--- src/rtl/ft_extremum_tracker.sv ---
// Per-frame skin extremum / bounding-box / pixel-count tracker on a raster mask stream.
// Latency: result registers and oDVAL update on the clock edge that samples the frame-end pixel.
// Backpressure: none; one pixel per clock is accepted in every state, with no stalls.
module ft_extremum_tracker #(
    parameter int SHIFT      = 1,
    parameter int WIDTH      = 640,
    parameter int HEIGHT     = 480,
    parameter int CW         = 10,
    parameter int CNT_W      = 20,
    parameter int MIN_PIXELS = 64
) (
    input  logic             iCLK,
    input  logic             iRST,
    input  logic             iDCLEAN,
    input  logic             iDVAL,
    input  logic [15:0]      iX_Cont,
    input  logic [15:0]      iY_Cont,
    input  logic             iFrame_En,
    input  logic [1:0]       iMode,
    output logic [CW-1:0]    oFT_X,
    output logic [CW-1:0]    oFT_Y,
    output logic [CW-1:0]    oBB_X0,
    output logic [CW-1:0]    oBB_X1,
    output logic [CW-1:0]    oBB_Y0,
    output logic [CW-1:0]    oBB_Y1,
    output logic [CNT_W-1:0] oPIX_CNT,
    output logic             oFOUND,
    output logic             oDVAL
);

    localparam logic [15:0]      X_END   = 16'((WIDTH << SHIFT) - 1);
    localparam logic [15:0]      Y_END   = 16'((HEIGHT << SHIFT) - 1);
    localparam logic [CNT_W-1:0] CNT_MAX = {CNT_W{1'b1}};
    localparam logic [CNT_W-1:0] MIN_CNT = CNT_W'(MIN_PIXELS);

    typedef enum logic [1:0] {IDLE, ACCUM, REPORT} state_t;

    state_t           state, state_nxt;
    logic             frame_start, frame_end;
    logic             clr, proc, mode_ld, rpt_ld;
    logic [CW-1:0]    sx, sy;
    logic [1:0]       mode_r, mode_eff;
    logic             better, found_nxt;

    logic [CNT_W-1:0] acc_cnt, base_cnt, cnt_nxt;
    logic [CW-1:0]    acc_x0, acc_x1, acc_y0, acc_y1, acc_ftx, acc_fty;
    logic [CW-1:0]    base_x0, base_x1, base_y0, base_y1, base_ftx, base_fty;
    logic [CW-1:0]    x0_nxt, x1_nxt, y0_nxt, y1_nxt, ftx_nxt, fty_nxt;
    logic             acc_ft_vld, base_ft_vld, ft_vld_nxt;

    assign sx          = CW'(iX_Cont >> SHIFT);
    assign sy          = CW'(iY_Cont >> SHIFT);
    assign frame_start = iDVAL && (iX_Cont == 16'd0) && (iY_Cont == 16'd0);
    assign frame_end   = iDVAL && (iX_Cont == X_END) && (iY_Cont == Y_END);
    // The frame-start pixel is compared with the mode being latched on that cycle.
    assign mode_eff    = mode_ld ? iMode : mode_r;

    // Next-state and control: a frame start with enable always opens a fresh frame, even from REPORT.
    always_comb begin
        state_nxt = state;
        clr       = 1'b0;
        proc      = 1'b0;
        mode_ld   = 1'b0;
        rpt_ld    = 1'b0;
        case (state)
            ACCUM: begin
                if (frame_start) begin
                    // Missed frame end: drop the partial frame without reporting.
                    clr     = 1'b1;
                    mode_ld = 1'b1;
                    if (iFrame_En) begin
                        proc = 1'b1;
                    end else begin
                        state_nxt = IDLE;
                    end
                end else if (iDVAL) begin
                    proc = 1'b1;
                    if (frame_end) begin
                        rpt_ld    = 1'b1;
                        state_nxt = REPORT;
                    end
                end
            end
            default: begin
                state_nxt = IDLE;
                if (frame_start && iFrame_En) begin
                    clr       = 1'b1;
                    proc      = 1'b1;
                    mode_ld   = 1'b1;
                    state_nxt = ACCUM;
                end
            end
        endcase
    end

    // Accumulator update for the current pixel on top of either cleared or running values.
    always_comb begin
        base_cnt    = clr ? '0 : acc_cnt;
        base_x0     = clr ? '1 : acc_x0;
        base_x1     = clr ? '0 : acc_x1;
        base_y0     = clr ? '1 : acc_y0;
        base_y1     = clr ? '0 : acc_y1;
        base_ftx    = clr ? '0 : acc_ftx;
        base_fty    = clr ? '0 : acc_fty;
        base_ft_vld = clr ? 1'b0 : acc_ft_vld;

        case (mode_eff)
            2'd0:    better = sx < base_ftx;
            2'd1:    better = sx > base_ftx;
            2'd2:    better = sy < base_fty;
            default: better = sy > base_fty;
        endcase

        cnt_nxt    = base_cnt;
        x0_nxt     = base_x0;
        x1_nxt     = base_x1;
        y0_nxt     = base_y0;
        y1_nxt     = base_y1;
        ftx_nxt    = base_ftx;
        fty_nxt    = base_fty;
        ft_vld_nxt = base_ft_vld;

        if (proc && iDCLEAN) begin
            if (base_cnt != CNT_MAX) cnt_nxt = base_cnt + CNT_W'(1);
            if (sx < base_x0) x0_nxt = sx;
            if (sx > base_x1) x1_nxt = sx;
            if (sy < base_y0) y0_nxt = sy;
            if (sy > base_y1) y1_nxt = sy;
            // Strict compare keeps the earliest pixel in raster order on ties.
            if (!base_ft_vld || better) begin
                ftx_nxt    = sx;
                fty_nxt    = sy;
                ft_vld_nxt = 1'b1;
            end
        end

        found_nxt = cnt_nxt >= MIN_CNT;
    end

    // State register, latched mode and running accumulators.
    always_ff @(posedge iCLK) begin
        if (iRST) begin
            state      <= IDLE;
            mode_r     <= 2'd0;
            acc_cnt    <= '0;
            acc_x0     <= '1;
            acc_x1     <= '0;
            acc_y0     <= '1;
            acc_y1     <= '0;
            acc_ftx    <= '0;
            acc_fty    <= '0;
            acc_ft_vld <= 1'b0;
        end else begin
            state      <= state_nxt;
            if (mode_ld) mode_r <= iMode;
            acc_cnt    <= cnt_nxt;
            acc_x0     <= x0_nxt;
            acc_x1     <= x1_nxt;
            acc_y0     <= y0_nxt;
            acc_y1     <= y1_nxt;
            acc_ftx    <= ftx_nxt;
            acc_fty    <= fty_nxt;
            acc_ft_vld <= ft_vld_nxt;
        end
    end

    // Report registers: count/found always refresh; point and box only for a valid detection.
    always_ff @(posedge iCLK) begin
        if (iRST) begin
            oDVAL    <= 1'b0;
            oPIX_CNT <= '0;
            oFOUND   <= 1'b0;
            oFT_X    <= '0;
            oFT_Y    <= '0;
            oBB_X0   <= '0;
            oBB_X1   <= '0;
            oBB_Y0   <= '0;
            oBB_Y1   <= '0;
        end else begin
            oDVAL <= rpt_ld;
            if (rpt_ld) begin
                oPIX_CNT <= cnt_nxt;
                oFOUND   <= found_nxt;
                if (found_nxt) begin
                    oFT_X  <= ftx_nxt;
                    oFT_Y  <= fty_nxt;
                    oBB_X0 <= x0_nxt;
                    oBB_X1 <= x1_nxt;
                    oBB_Y0 <= y0_nxt;
                    oBB_Y1 <= y1_nxt;
                end
            end
        end
    end

endmodule
--- config.mk ---
export PLATFORM = sky130hd
export DESIGN_NAME = ft_extremum_tracker
export DESIGN_NICKNAME = d
export VERILOG_FILES = /design/src/rtl/ft_extremum_tracker.sv
export SDC_FILE = /design/constraint.sdc
export NUM_CORES = 1
export LEC_CHECK = 0
export BUFFER_PORTS_ARGS = -buffer_cell sky130_fd_sc_hd__buf_2
export CAP_MARGIN = 5
export CORE_MARGIN = 10
export CORE_UTILIZATION = 45
export DETAILED_ROUTE_END_ITERATION = 8
export GPL_TIMING_DRIVEN = 0
export PLACE_DENSITY_LB_ADDON = 0.3
export SYNTH_ARGS = -nofsm -noshare
export SYNTH_HDL_FRONTEND = slang
export SYNTH_SLANG_ARGS = --single-unit
--- constraint.sdc ---
create_clock -name iCLK -period 4.5 [get_ports iCLK]
set_input_delay 0.225 -clock iCLK [delete_from_list [all_inputs] [get_ports iCLK]]
set_output_delay 0.225 -clock iCLK [all_outputs]
set_load 0.02 [all_outputs]
==> insert_results.sql, run 1 <==
INSERT INTO impl_metrics (metric_group, metric, value, unit) VALUES
('timing', 'tightestPinTransition', '0.871', 'ns'),
('min_path', 'worst_hold_depth', '2', ''),
('placed_design', 'post-place-ws', '-1.43', 'ns'),
('timing', 'setup_violations', '0', ''),
('critical_path', 'timing.rr.end', 'oBB_X1[0]', ''),
('critical_path', 'startpoint_type', 'flop', ''),
('critical_path', 'worst-endpoint-required', '4.83', 'ns'),
('placed_design', 'place.gp.congestion', '0.986', ''),
('floorplan', 'die_area', '24600', 'um^2'),
('floorplan', 'floorplan.io_pins', '121', ''),
('power', 'cellLeakagePower', '4.34', 'nW'),
('critical_path', 'setup.worst_path.class', 'flop to flop', ''),
('yosys', 'synth_fp_nets', '1058', ''),
('status', 'outcome', 'complete, no violations', ''),
('floorplan', 'die_w', '157', 'um'),
('yosys', 'asyncSetResetFlopFracSynth', '0', '%'),
('placed_design', 'io_buffer_count', '120', ''),
('global_routing', 'grt_pass1_wl', '40.7', 'mm'),
('detailed_routing', 'wl', '26.2', 'mm'),
('power', 'p_per_area', '295', 'nW/um^2'),
('timing', 'slew_headroom', '41.7', '%'),
('yosys', 'yosysSeqAreaShare', '39.6', '%'),
('timing', 'setup_slack', '0.0982', 'ns'),
('timing', 'post-route-min-period', '4.40', 'ns'),
('yosys', 'synth-main-ff-cell', 'sky130_fd_sc_hd__dfxtp_1', ''),
('global_routing', 'antenna_found_initial', '1', ''),
('yosys', 'synth_cell_types', '62', ''),
('yosys', 'post_synth_most_frequent_cells', 'sky130_fd_sc_hd__dfxtp_1 (167), sky130_fd_sc_hd__nor2_1 (119), sky130_fd_sc_hd__nand2_1 (86)', ''),
('floorplan', 'effective_utilization_at_floorplan', '45.4', '%'),
('timing', 'timing.final.max_slew_violations', '0', ''),
('detailed_routing', 'post-route-drc-count', '0', ''),
('critical_path', 'end_kind', 'flop', ''),
('placed_design', 'cell_count_after_placement', '1314', ''),
('timing', 'clock.fmax', '227', 'MHz'),
('detailed_routing', 'wl_per_cell', '19.3', 'um'),
('final_layout', 'fin_nets', '1213', ''),
('clock_tree', 'cts_buffers', '17', ''),
('clock_tree', 'cts_root_buf', 'sky130_fd_sc_hd__clkbuf_16', ''),
('detailed_routing', 'detail_route.vias_per_cell', '5.62', ''),
('global_routing', 'grt_start_max_net_pins', '17', ''),
('detailed_routing', 'num_vias', '7655', ''),
('yosys', 'yosys.cell_count.top_type', 'sky130_fd_sc_hd__dfxtp_1', ''),
('yosys', 'yosys_register_bits', '167', ''),
('placed_design', 'place_area', '9340', 'um^2'),
('final_layout', 'drive_above_1_share', '24.1', '%'),
('critical_path', 'crit-reg2reg-launch', 'state[0]', ''),
('clock_tree', 'cts.htree.levels', '4', ''),
('clock_tree', 'tritoncts_num_sinks', '167', ''),
('yosys', 'yosys.area.top_type', 'sky130_fd_sc_hd__dfxtp_1', ''),
('clock_tree', 'clock_slew_at_the_register_clock_pins_of_the_worst_setup_and_hold_paths', '0.07', 'ns'),
('global_routing', 'via_count_of_the_first_global_routing_pass', '7419', ''),
('yosys', 'synth_edf_count', '0', ''),
('yosys', 'synthTopCellsByArea', 'sky130_fd_sc_hd__dfxtp_1 (40%), sky130_fd_sc_hd__ha_1 (8.7%), sky130_fd_sc_hd__nor2_1 (5.3%)', ''),
('clock_tree', 'hold_buffers', '0', ''),
('power', 'max-vdd-ir-drop', '0.251', 'mV'),
('final_layout', 'fillerInstances', '1725', ''),
('yosys', 'synthesis.instances', '960', ''),
('critical_path', 'critPathArrivalTime', '4.73', 'ns'),
('global_routing', 'gr-total-overflow', '0', ''),
('detailed_routing', 'drt_iter0_drc', '573', ''),
('flow_run', 'max-cap-violations', '0', ''),
('timing', 'timing_hold_violations_final', '0', ''),
('floorplan', 'core_region_area', '18600', 'um^2'),
('final_layout', 'number_of_diodes_added_for_antenna_fixing', '0', ''),
('timing', 'rsz0062_at_grt', 'false', ''),
('global_routing', 'grt_util_all_layers', '21.2', '%'),
('placed_design', 'place_hpwl', '19.9', 'mm'),
('final_layout', 'finish.instance_area', '10200', 'um^2'),
('critical_path', 'cp_max_fo', '10', ''),
('timing', 'finalCritPeriodShare', '97.8', '%'),
('min_path', 'hold_path.startpoint', 'iRST', '');
-- layout make-up --
type / instances / area (um^2) / share of cell area, %
Multi-Input combinational cell: 706 / 4890 / 47.7
Sequential cell: 167 / 3340 / 32.6
Timing Repair Buffer: 136 / 749 / 7.31
Clock buffer: 20 / 447 / 4.36
Buffer: 56 / 313 / 3.05
Tap cell: 234 / 293 / 2.86
Inverter: 31 / 116 / 1.14
Clock inverter: 11 / 100 / 0.977
-- routing by layer --
layer  track usage [%]  wire (um)  part of all wire [%]
met1              25.3      11000                    42
met2              35.5      12500                    48
met3              5.13       1890                   7.2
met4              9.03        830                   3.2
met5                 0         20                 0.076
-- worst max-delay path, stage by stage (launching register included) --
cell	delay, ns
sky130_fd_sc_hd__dfxtp_2	0.34
sky130_fd_sc_hd__nor2b_4	0.18
sky130_fd_sc_hd__nor2_4	0.06
sky130_fd_sc_hd__or4_4	0.53
sky130_fd_sc_hd__buf_6	0.14
sky130_fd_sc_hd__clkbuf_8	0.16
sky130_fd_sc_hd__buf_8	0.15
sky130_fd_sc_hd__and2_1	0.17
sky130_fd_sc_hd__ha_2	0.21
sky130_fd_sc_hd__nand2_4	0.08
sky130_fd_sc_hd__nor4_4	0.07
sky130_fd_sc_hd__and2_1	0.17
sky130_fd_sc_hd__buf_6	0.14
sky130_fd_sc_hd__or3_4	0.40
sky130_fd_sc_hd__mux2i_1	0.15
sky130_fd_sc_hd__or4_4	0.55
sky130_fd_sc_hd__a21oi_4	0.23
sky130_fd_sc_hd__nor2_4	0.08
sky130_fd_sc_hd__buf_6	0.17
sky130_fd_sc_hd__mux2_4	0.29
-- per-stage QoR --
step / util (%) / power, mW / TNS (ns) / hold WS [ns]
after global routing: 55.2 / 3.11 / 0 / 0.0676
final: 55.2 / 3.03 / 0 / 0.0754
after global placement: 50.3 / 1.66 / -98.58 / 0.437
after CTS: 54.5 / 3.03 / 0 / 0.0637
after detailed placement: 50.3 / 1.66 / -103.69 / 0.441
after floorplan: - / 1.59 / 0 / 0.317
-- placed cells by master, fill, tap and decap left out, types with 24 or more instances in the layout --
master / count
sky130_fd_sc_hd__nor3_1: 30
sky130_fd_sc_hd__mux2_2: 24
sky130_fd_sc_hd__dfxtp_1: 166
sky130_fd_sc_hd__buf_2: 128
sky130_fd_sc_hd__nand3_1: 29
sky130_fd_sc_hd__ha_1: 58
sky130_fd_sc_hd__nand2_1: 85
sky130_fd_sc_hd__a21oi_1: 53
sky130_fd_sc_hd__clkbuf_1: 30
sky130_fd_sc_hd__nand4_1: 27
sky130_fd_sc_hd__inv_1: 31
sky130_fd_sc_hd__mux2i_1: 26
sky130_fd_sc_hd__nor2_1: 118
-- state kept, by name (all words and copies together) (netlist names), 10 cells and up --
name,cells
acc_x1,10
oPIX_CNT,20
acc_ftx,10
acc_fty,10
oBB_X0,10
oBB_X1,10
oFT_X,10
acc_cnt,20
acc_x0,10
oBB_Y1,10
acc_y1,10
oFT_Y,10
oBB_Y0,10
acc_y0,10
-- power by group --
group | total (mW) | internal, mW | switching (mW)
sequential | 1.48 | 1.48 | 0.0000000000160
clock | 1.39 | 0.773 | 0.621
combinational | 0.155 | 0.0483 | 0.107
total | 3.03 | 2.30 | 0.728
-- how the worst max path moves through the flow --
stage                            to  cells after the start   startpoint
after global routing       oFT_X[1]                     20     state[1]
after detailed placement  oBB_X1[2]                     20   iY_Cont[6]
after CTS                 oBB_Y0[0]                     19     state[0]
after floorplan           oBB_X1[0]                     19  iX_Cont[10]
final                     oBB_X1[0]                     19     state[0]
after global placement    oBB_X1[2]                     20   iY_Cont[6]
-- timing repair --
action / in CTS / in global routing
setup buffers: 9 / 6
pin swaps: 11 / 9
gates resized for setup: 35 / 23
endpoints found under the hold margin: 0 / 0
cloned: 1 / 0
endpoints found under the setup margin: 91 / 91
-- cell families after synthesis --
group / after synthesis / synth area share [%]
compound gates: 169 / 13.5
mux: 68 / 8.91
xor+xnor: 12 / 1.24
flops: 167 / 39.6
fa+ha+maj: 59 / 8.74
buf+inv: 87 / 4.31
simple gates: 398 / 23.7
Note: power is estimated with default switching activity, not from simulation.
==> run 2, diff against run 1 <==
--- a/config.mk
+++ b/config.mk
@@ -5,6 +5,7 @@
 export SDC_FILE = /design/constraint.sdc
 export NUM_CORES = 1
 export LEC_CHECK = 0
+export ABC_AREA = 1
 export BUFFER_PORTS_ARGS = -buffer_cell sky130_fd_sc_hd__buf_2
 export CAP_MARGIN = 5
 export CORE_MARGIN = 10
==> insert_results.sql, run 2 <==
INSERT INTO impl_metrics (metric_group, metric, value, unit) VALUES
('status', 'outcome', 'complete, no violations', ''),
('power', 'max-vdd-ir-drop', '0.245', 'mV'),
('yosys', 'asyncSetResetFlopFracSynth', '0', '%'),
('critical_path', 'cp_max_fo', '19', ''),
('final_layout', 'biggestRegsByFlops', 'acc_cnt: 20 flops, oPIX_CNT: 20 flops', ''),
('floorplan', 'die_w', '161', 'um'),
('timing', 'post-route-min-period', '4.16', 'ns'),
('placed_design', 'place_hpwl', '20.9', 'mm'),
('yosys', 'post_synth_most_frequent_cells', 'sky130_fd_sc_hd__nand2_1 (342), sky130_fd_sc_hd__nor2_1 (193), sky130_fd_sc_hd__dfxtp_1 (167)', ''),
('global_routing', 'via_count_of_the_first_global_routing_pass', '8483', ''),
('yosys', 'synth_cell_types', '40', ''),
('critical_path', 'timing.rr.end', 'oBB_Y0[9]', ''),
('clock_tree', 'ctsResizeCount', '2', ''),
('critical_path', 'end_kind', 'flop', ''),
('timing', 'hold_slack', '0.102', 'ns'),
('yosys', 'yosysSeqAreaShare', '37.3', '%'),
('clock_tree', 'cts_tree', 'yes', ''),
('placed_design', 'io_buffer_count', '119', ''),
('final_layout', 'fin_util', '53.6', '%'),
('clock_tree', 'hold_buffers', '0', ''),
('yosys', 'synthesis.instances', '1328', ''),
('critical_path', 'crit-reg2reg-launch', 'state[0]', ''),
('critical_path', 'timing.critical_path.from', 'state[0]', ''),
('final_layout', 'fin_nets', '1564', ''),
('floorplan', 'floorplan.io_pins', '121', ''),
('detailed_routing', 'drt_iter0_drc', '606', ''),
('timing', 'tightestPinTransition', '0.690', 'ns'),
('yosys', 'yosys_warnings', '0', ''),
('clock_tree', 'tritoncts_num_sinks', '167', ''),
('floorplan', 'die_area', '26000', 'um^2'),
('yosys', 'yosys_register_bits', '167', ''),
('critical_path', 'reg2reg_slack', '0.34', 'ns'),
('timing', 'timing.final.max_slew_violations', '0', ''),
('yosys', 'yosysTopAreaCellShare', '37.3', '%'),
('critical_path', 'setup.worst_path.class', 'flop to flop', ''),
('final_layout', 'finish.instance_area', '10500', 'um^2'),
('clock_tree', 'cts_root_buf', 'sky130_fd_sc_hd__clkbuf_16', ''),
('yosys', 'yosys.cell_count.top_type', 'sky130_fd_sc_hd__nand2_1', ''),
('timing', 'finalCritPeriodShare', '92.5', '%'),
('critical_path', 'critPathArrivalTime', '4.48', 'ns'),
('yosys', 'synthTopCellsByArea', 'sky130_fd_sc_hd__dfxtp_1 (37%), sky130_fd_sc_hd__nand2_1 (14%), sky130_fd_sc_hd__ha_1 (8.2%)', ''),
('floorplan', 'placement_rows', '51', ''),
('min_path', 'worst_hold_depth', '3', ''),
('clock_tree', 'clock_slew_at_the_register_clock_pins_of_the_worst_setup_and_hold_paths', '0.07', 'ns'),
('min_path', 'hold_path.startpoint', 'iFrame_En', ''),
('global_routing', 'grt_util_all_layers', '20.6', '%'),
('yosys', 'cell_area_synth', '8970', 'um^2'),
('clock_tree', 'post_cts.repair.setup_buffers', '0', ''),
('clock_tree', 'cts.htree.levels', '4', ''),
('yosys', 'synth_edf_count', '0', ''),
('critical_path', 'worst-endpoint-required', '4.82', 'ns'),
('detailed_routing', 'ant_nets', '0', ''),
('floorplan', 'core_region_area', '19500', 'um^2'),
('placed_design', 'post-place-ws', '-0.732', 'ns'),
('detailed_routing', 'detail_route.vias_per_cell', '5.09', ''),
('power', 'p_per_area', '287', 'nW/um^2'),
('timing', 'timing_hold_violations_final', '0', ''),
('placed_design', 'place_area', '9910', 'um^2'),
('clock_tree', 'cts_buffers', '17', ''),
('clock_tree', 'cts-root-to-sink-buffers', '2', ''),
('floorplan', 'height_of_the_chip', '161', 'um'),
('final_layout', 'layout_commonest_cell', 'sky130_fd_sc_hd__nand2_1', ''),
('yosys', 'synth-main-ff-cell', 'sky130_fd_sc_hd__dfxtp_1', ''),
('detailed_routing', 'post-route-drc-count', '0', ''),
('critical_path', 'startpoint_type', 'flop', ''),
('min_path', 'worstHoldPathType', 'input pin to flop', ''),
('timing', 'final_skew', '0.0105', 'ns'),
('global_routing', 'gr-total-overflow', '0', ''),
('floorplan', 'effective_utilization_at_floorplan', '45.9', '%'),
('global_routing', 'antenna_found_initial', '2', ''),
('detailed_routing', 'first_pass_iters', '5', ''),
('critical_path', 'path_buf_inv', '8', ''),
('critical_path', 'crit_path_frequent_cell', 'sky130_fd_sc_hd__nor2_1', ''),
('detailed_routing', 'num_vias', '8868', ''),
('final_layout', 'synthToLayoutAreaGrowth', '16.8', '%'),
('flow_run', 'max-cap-violations', '0', ''),
('power', 'cellLeakagePower', '5.52', 'nW'),
('detailed_routing', 'wl', '26.9', 'mm'),
('global_routing', 'grt_pass1_wl', '43.6', 'mm'),
('min_path', 'whs_endpoint', 'state[0]', ''),
('timing', 'rsz0062_at_grt', 'false', ''),
('timing', 'setup_slack', '0.338', 'ns'),
('critical_path', 'worst_reg_to_reg_cells', '26', ''),
('final_layout', 'drive_above_1_share', '15.4', '%'),
('yosys', 'avgSynthCellArea', '6.75', 'um^2'),
('yosys', 'synth_fp_nets', '1426', ''),
('clock_tree', 'clk_lat_worst_skew', '0.43', 'ns'),
('yosys', 'yosys.area.top_type', 'sky130_fd_sc_hd__dfxtp_1', ''),
('critical_path', 'critical-path-top-delay-family', 'simple AND/OR/NAND/NOR gates', ''),
('critical_path', 'worst_path_max_delay_cell', 'sky130_fd_sc_hd__dfxtp_1', ''),
('critical_path', 'critPathMaxStageDelay', '0.30', 'ns'),
('timing', 'slew_headroom', '54.0', '%'),
('detailed_routing', 'wl_per_cell', '15.4', 'um'),
('final_layout', 'mostFrequentLayoutCells', 'sky130_fd_sc_hd__nand2_1 (342), sky130_fd_sc_hd__nor2_1 (193), sky130_fd_sc_hd__dfxtp_1 (167)', ''),
('timing', 'clock.fmax', '240', 'MHz'),
('global_routing', 'grt_start_max_net_pins', '20', ''),
('placed_design', 'place.gp.congestion', '0.979', ''),
('timing', 'setup_violations', '0', '');
-- run 2: cell count changes after synthesis, moves of 26 or more --
cell,delta
sky130_fd_sc_hd__mux2i_1,-26
sky130_fd_sc_hd__inv_1,+99
sky130_fd_sc_hd__o21ai_0,+39
sky130_fd_sc_hd__nand2_1,+256
sky130_fd_sc_hd__nor2_1,+74
sky130_fd_sc_hd__nand3_1,+88
-- run 2: metrics by stage --
step,TNS [ns],power [mW],cells
after global placement,-44.29,1.67,1712
after CTS,0,3.02,1742
after floorplan,0,1.59,1328
final,0,3.00,1743
after detailed placement,-50.32,1.67,1713
after global routing,0,3.11,1743
-- run 2: area by class of cell --
cell class                      count  area (um^2)
Fill cell                        1995         9050
Multi-Input combinational cell    954         4780
Sequential cell                   167         3340
Timing Repair Buffer              120          603
Inverter                          141          529
Clock buffer                       21          470
Buffer                             65          344
Tap cell                          265          332
Clock inverter                      9         70.1
Antenna cell                        1         2.50
-- run 2: tightest hold or removal path: stages --
cell and delay, ns:
sky130_fd_sc_hd__buf_2 0.13, sky130_fd_sc_hd__nand2_1 0.07, sky130_fd_sc_hd__a21oi_1 0.06
-- run 2: cell families after synthesis --
| kind of cell | Yosys count | synth area share [%] |
|---|---|---|
| AO/OA/AOI/OAI | 162 | 9.77 |
| XOR/XNOR | 7 | 0.684 |
| adder cells (fa/ha/maj) | 59 | 8.23 |
| buffers and inverters | 207 | 9.61 |
| flip-flops | 167 | 37.3 |
| AND/OR/NAND/NOR | 726 | 34.4 |
-- run 2: worst max path at each step --
stage                end  slack [ns]  depth (start not counted)
5_1_grt         oFT_X[9]       0.001                         27
2_1_floorplan  oBB_X0[7]        0.75                         30
6_report       oBB_Y0[9]        0.34                         26
3_3_place_gp   oBB_Y0[9]       -0.71                         30
4_1_cts        oBB_X0[0]        0.13                         29
3_5_place_dp   oBB_X0[6]       -0.73                         33
-- run 2: metal layers --
layer  share of wire [%]  vias to the layer above  routed length [um]  global-route usage, %
li1                    -                     4528                   -                      -
met1                  47                     4076               12500                   26.7
met2                  45                      221               12000                   32.7
met3                 6.5                       41                1760                   5.34
met4                 2.3                        2                 620                   6.37
met5               0.037                        -                  10                      0
-- run 2: power breakdown --
group / leakage [nW] / switching (mW) / total [mW] / internal (mW)
Combinational: 3.90 / 0.112 / 0.160 / 0.0484
Sequential: 1.35 / 0.0000000000202 / 1.48 / 1.48
Clock: 0.266 / 0.617 / 1.37 / 0.749
Total: 5.52 / 0.729 / 3.00 / 2.27
==> run 3, diff against run 2 <==
==> constraint.sdc (replaced) <==
create_clock -name iCLK -period 4.3 [get_ports iCLK]
set_input_delay 0.215 -clock iCLK [delete_from_list [all_inputs] [get_ports iCLK]]
set_output_delay 0.215 -clock iCLK [all_outputs]
set_load 0.02 [all_outputs]
==> insert_results.sql, run 3 (synthesized netlist as in run 2, its figures left out) <==
INSERT INTO impl_metrics (metric_group, metric, value, unit) VALUES
('placed_design', 'place_hpwl', '20.9', 'mm'),
('final_layout', 'biggestRegsByFlops', 'acc_cnt: 20 flops, oPIX_CNT: 20 flops', ''),
('global_routing', 'gr-total-overflow', '0', ''),
('clock_tree', 'cts_root_buf', 'sky130_fd_sc_hd__clkbuf_16', ''),
('flow_run', 'max-cap-violations', '0', ''),
('global_routing', 'grt_start_max_net_pins', '20', ''),
('clock_tree', 'cts_buffers', '17', ''),
('critical_path', 'startpoint_type', 'flop', ''),
('critical_path', 'critPathMaxStageDelay', '0.30', 'ns'),
('timing', 'timing_hold_violations_final', '0', ''),
('power', 'power.share.sequential', '49.2', '%'),
('floorplan', 'floorplan.io_pins', '121', ''),
('floorplan', 'die_area', '26000', 'um^2'),
('critical_path', 'setup.worst_path.class', 'flop to flop', ''),
('power', 'max-vdd-ir-drop', '0.255', 'mV'),
('final_layout', 'drive_above_1_share', '15.3', '%'),
('timing', 'slew_headroom', '53.2', '%'),
('final_layout', 'fin_cells', '1742', ''),
('clock_tree', 'cts_tree', 'yes', ''),
('clock_tree', 'clock_slew_at_the_register_clock_pins_of_the_worst_setup_and_hold_paths', '0.07', 'ns'),
('detailed_routing', 'num_vias', '8842', ''),
('placed_design', 'cell_count_after_placement', '1713', ''),
('final_layout', 'fin_nets', '1563', ''),
('floorplan', 'height_of_the_chip', '161', 'um'),
('detailed_routing', 'first_pass_iters', '5', ''),
('final_layout', 'fillerInstances', '1993', ''),
('timing', 'tightestPinTransition', '0.702', 'ns'),
('critical_path', 'cp_max_fo', '28', ''),
('final_layout', 'mostFrequentLayoutCells', 'sky130_fd_sc_hd__nand2_1 (342), sky130_fd_sc_hd__nor2_1 (193), sky130_fd_sc_hd__dfxtp_1 (167)', ''),
('power', 'cellLeakagePower', '5.51', 'nW'),
('critical_path', 'crit_path_frequent_cell', 'sky130_fd_sc_hd__nor2_1', ''),
('clock_tree', 'clk_lat_worst_skew', '0.43', 'ns'),
('power', 'p_per_area', '300', 'nW/um^2'),
('power', 'pwr-share-comb', '5.4', '%'),
('final_layout', 'layout_commonest_cell', 'sky130_fd_sc_hd__nand2_1', ''),
('floorplan', 'effective_utilization_at_floorplan', '45.9', '%'),
('timing', 'finalCritPeriodShare', '92.5', '%'),
('final_layout', 'synthToLayoutAreaGrowth', '16.8', '%'),
('critical_path', 'worst_path_max_delay_cell', 'sky130_fd_sc_hd__dfxtp_1', ''),
('detailed_routing', 'drt_iter0_drc', '650', ''),
('timing', 'post-route-min-period', '3.98', 'ns'),
('final_layout', 'area.sequential', '3340', 'um^2'),
('timing', 'setup_violations', '0', ''),
('detailed_routing', 'detail_route.vias_per_cell', '5.08', ''),
('global_routing', 'via_count_of_the_first_global_routing_pass', '8483', ''),
('floorplan', 'placement_rows', '51', ''),
('timing', 'rsz0062_at_grt', 'false', ''),
('power', 'power.net_switching', '0.764', 'mW'),
('detailed_routing', 'wl', '26.9', 'mm'),
('detailed_routing', 'wl_per_cell', '15.5', 'um'),
('critical_path', 'worst-endpoint-required', '4.62', 'ns'),
('placed_design', 'io_buffer_count', '119', ''),
('detailed_routing', 'ant_nets', '0', ''),
('timing', 'clock.fmax', '251', 'MHz'),
('timing', 'final_skew', '0.00861', 'ns'),
('power', 'power.share.switching', '24.3', '%'),
('clock_tree', 'cts.htree.levels', '4', ''),
('global_routing', 'antenna_found_initial', '2', ''),
('min_path', 'worstHoldPathType', 'input pin to flop', ''),
('critical_path', 'critPathArrivalTime', '4.30', 'ns'),
('placed_design', 'place.gp.congestion', '0.979', ''),
('floorplan', 'core_region_area', '19500', 'um^2'),
('global_routing', 'grt_pass1_wl', '43.6', 'mm'),
('detailed_routing', 'post-route-drc-count', '0', ''),
('global_routing', 'grt_util_all_layers', '20.6', '%'),
('power', 'clock_power_share', '45.5', '%'),
('clock_tree', 'cts-root-to-sink-buffers', '2', ''),
('critical_path', 'end_kind', 'flop', ''),
('floorplan', 'die_w', '161', 'um'),
('timing', 'timing.final.max_slew_violations', '0', ''),
('clock_tree', 'tritoncts_num_sinks', '167', ''),
('final_layout', 'area_of_the_multi_input_gates', '4780', 'um^2'),
('power', 'cell_internal_pwr', '2.38', 'mW'),
('status', 'outcome', 'complete, no violations', ''),
('timing', 'setup_tns', '0', 'ns');
==> run 3: cell types whose count changed in the layout (fill, tap and decap cells not counted) <==
cell	previous run	this run
sky130_fd_sc_hd__clkbuf_2	3	2
sky130_fd_sc_hd__buf_2	130	131
sky130_fd_sc_hd__buf_12	0	1
sky130_fd_sc_hd__buf_6	9	7
==> run 3: through the flow <==
step | util, % | power [mW] | instance area, um^2 | setup WS (ns) | hold slack [ns]
after floorplan | - | 1.67 | 8970 | 0.545 | 0.362
after global placement | 50.7 | 1.74 | 9900 | -0.899 | 0.456
after detailed placement | 50.7 | 1.75 | 9910 | -0.922 | 0.463
after CTS | 53.5 | 3.16 | 10500 | 0.00973 | 0.0811
after global routing | 53.6 | 3.26 | 10500 | 0.00240 | 0.0823
final | 53.6 | 3.14 | 10500 | 0.321 | 0.0916
==> run 3: worst paths after layout <==
check,endpoint,start,depth (start not counted),slack (ns)
setup / recovery,oBB_Y0[9],state[0],25,0.32
hold / removal,state[0],iFrame_En,3,0.09
setup reg to reg,oBB_Y0[9],state[0],25,0.32
hold reg to reg,oBB_X1[4],oBB_X1[4],2,0.48
==> run 3: final cells by class <==
type	instances	area share, %
multi-input cells	954	45.6
flip-flops and latches	167	31.9
repair buffers	120	5.76
inverters	141	5.05
clock buffers	21	4.49
plain buffers	64	3.26
well taps	265	3.17
clock inverters	9	0.669
diodes	1	0.0239
==> run 3: metal layers <==
| metal | global-route usage [%] | vias to the layer above | share of wire [%] |
|---|---|---|---|
| li1 | - | 4524 | - |
| met1 | 26.7 | 4035 | 46 |
| met2 | 32.7 | 244 | 45 |
| met3 | 5.34 | 37 | 7.3 |
| met4 | 6.37 | 2 | 2.1 |
| met5 | 0 | - | 0.037 |
==> run 3: power groups by stage <==
stage                     Combinational [mW]  Sequential [mW]  Clock (mW)
after CTS                              0.166             1.55        1.44
after global placement                 0.163             1.58           0
after floorplan                       0.0877             1.58           0
after global routing                   0.188             1.55        1.52
final                                  0.168             1.55        1.43
after detailed placement               0.165             1.58           0
==> run 3: worst max-delay path: cells and delay by family (launching register included) <==
kind                       cells  cell delay (ns)
buffers and inverters          7             0.94
xor gates and xnor gates       1             0.25
DFF                            1             0.30
adders and majority gates      1             0.15
and+or+nand+nor               16             2.19
==> run 3: timing repair <==
| action | in CTS | in global routing |
|---|---|---|
| hold endpoints to repair | 0 | 0 |
| resized for setup | 4 | 11 |
| hold buffers | 0 | 0 |
| buffers inserted | 0 | 0 |
| endpoints found under the setup margin | 116 | 91 |
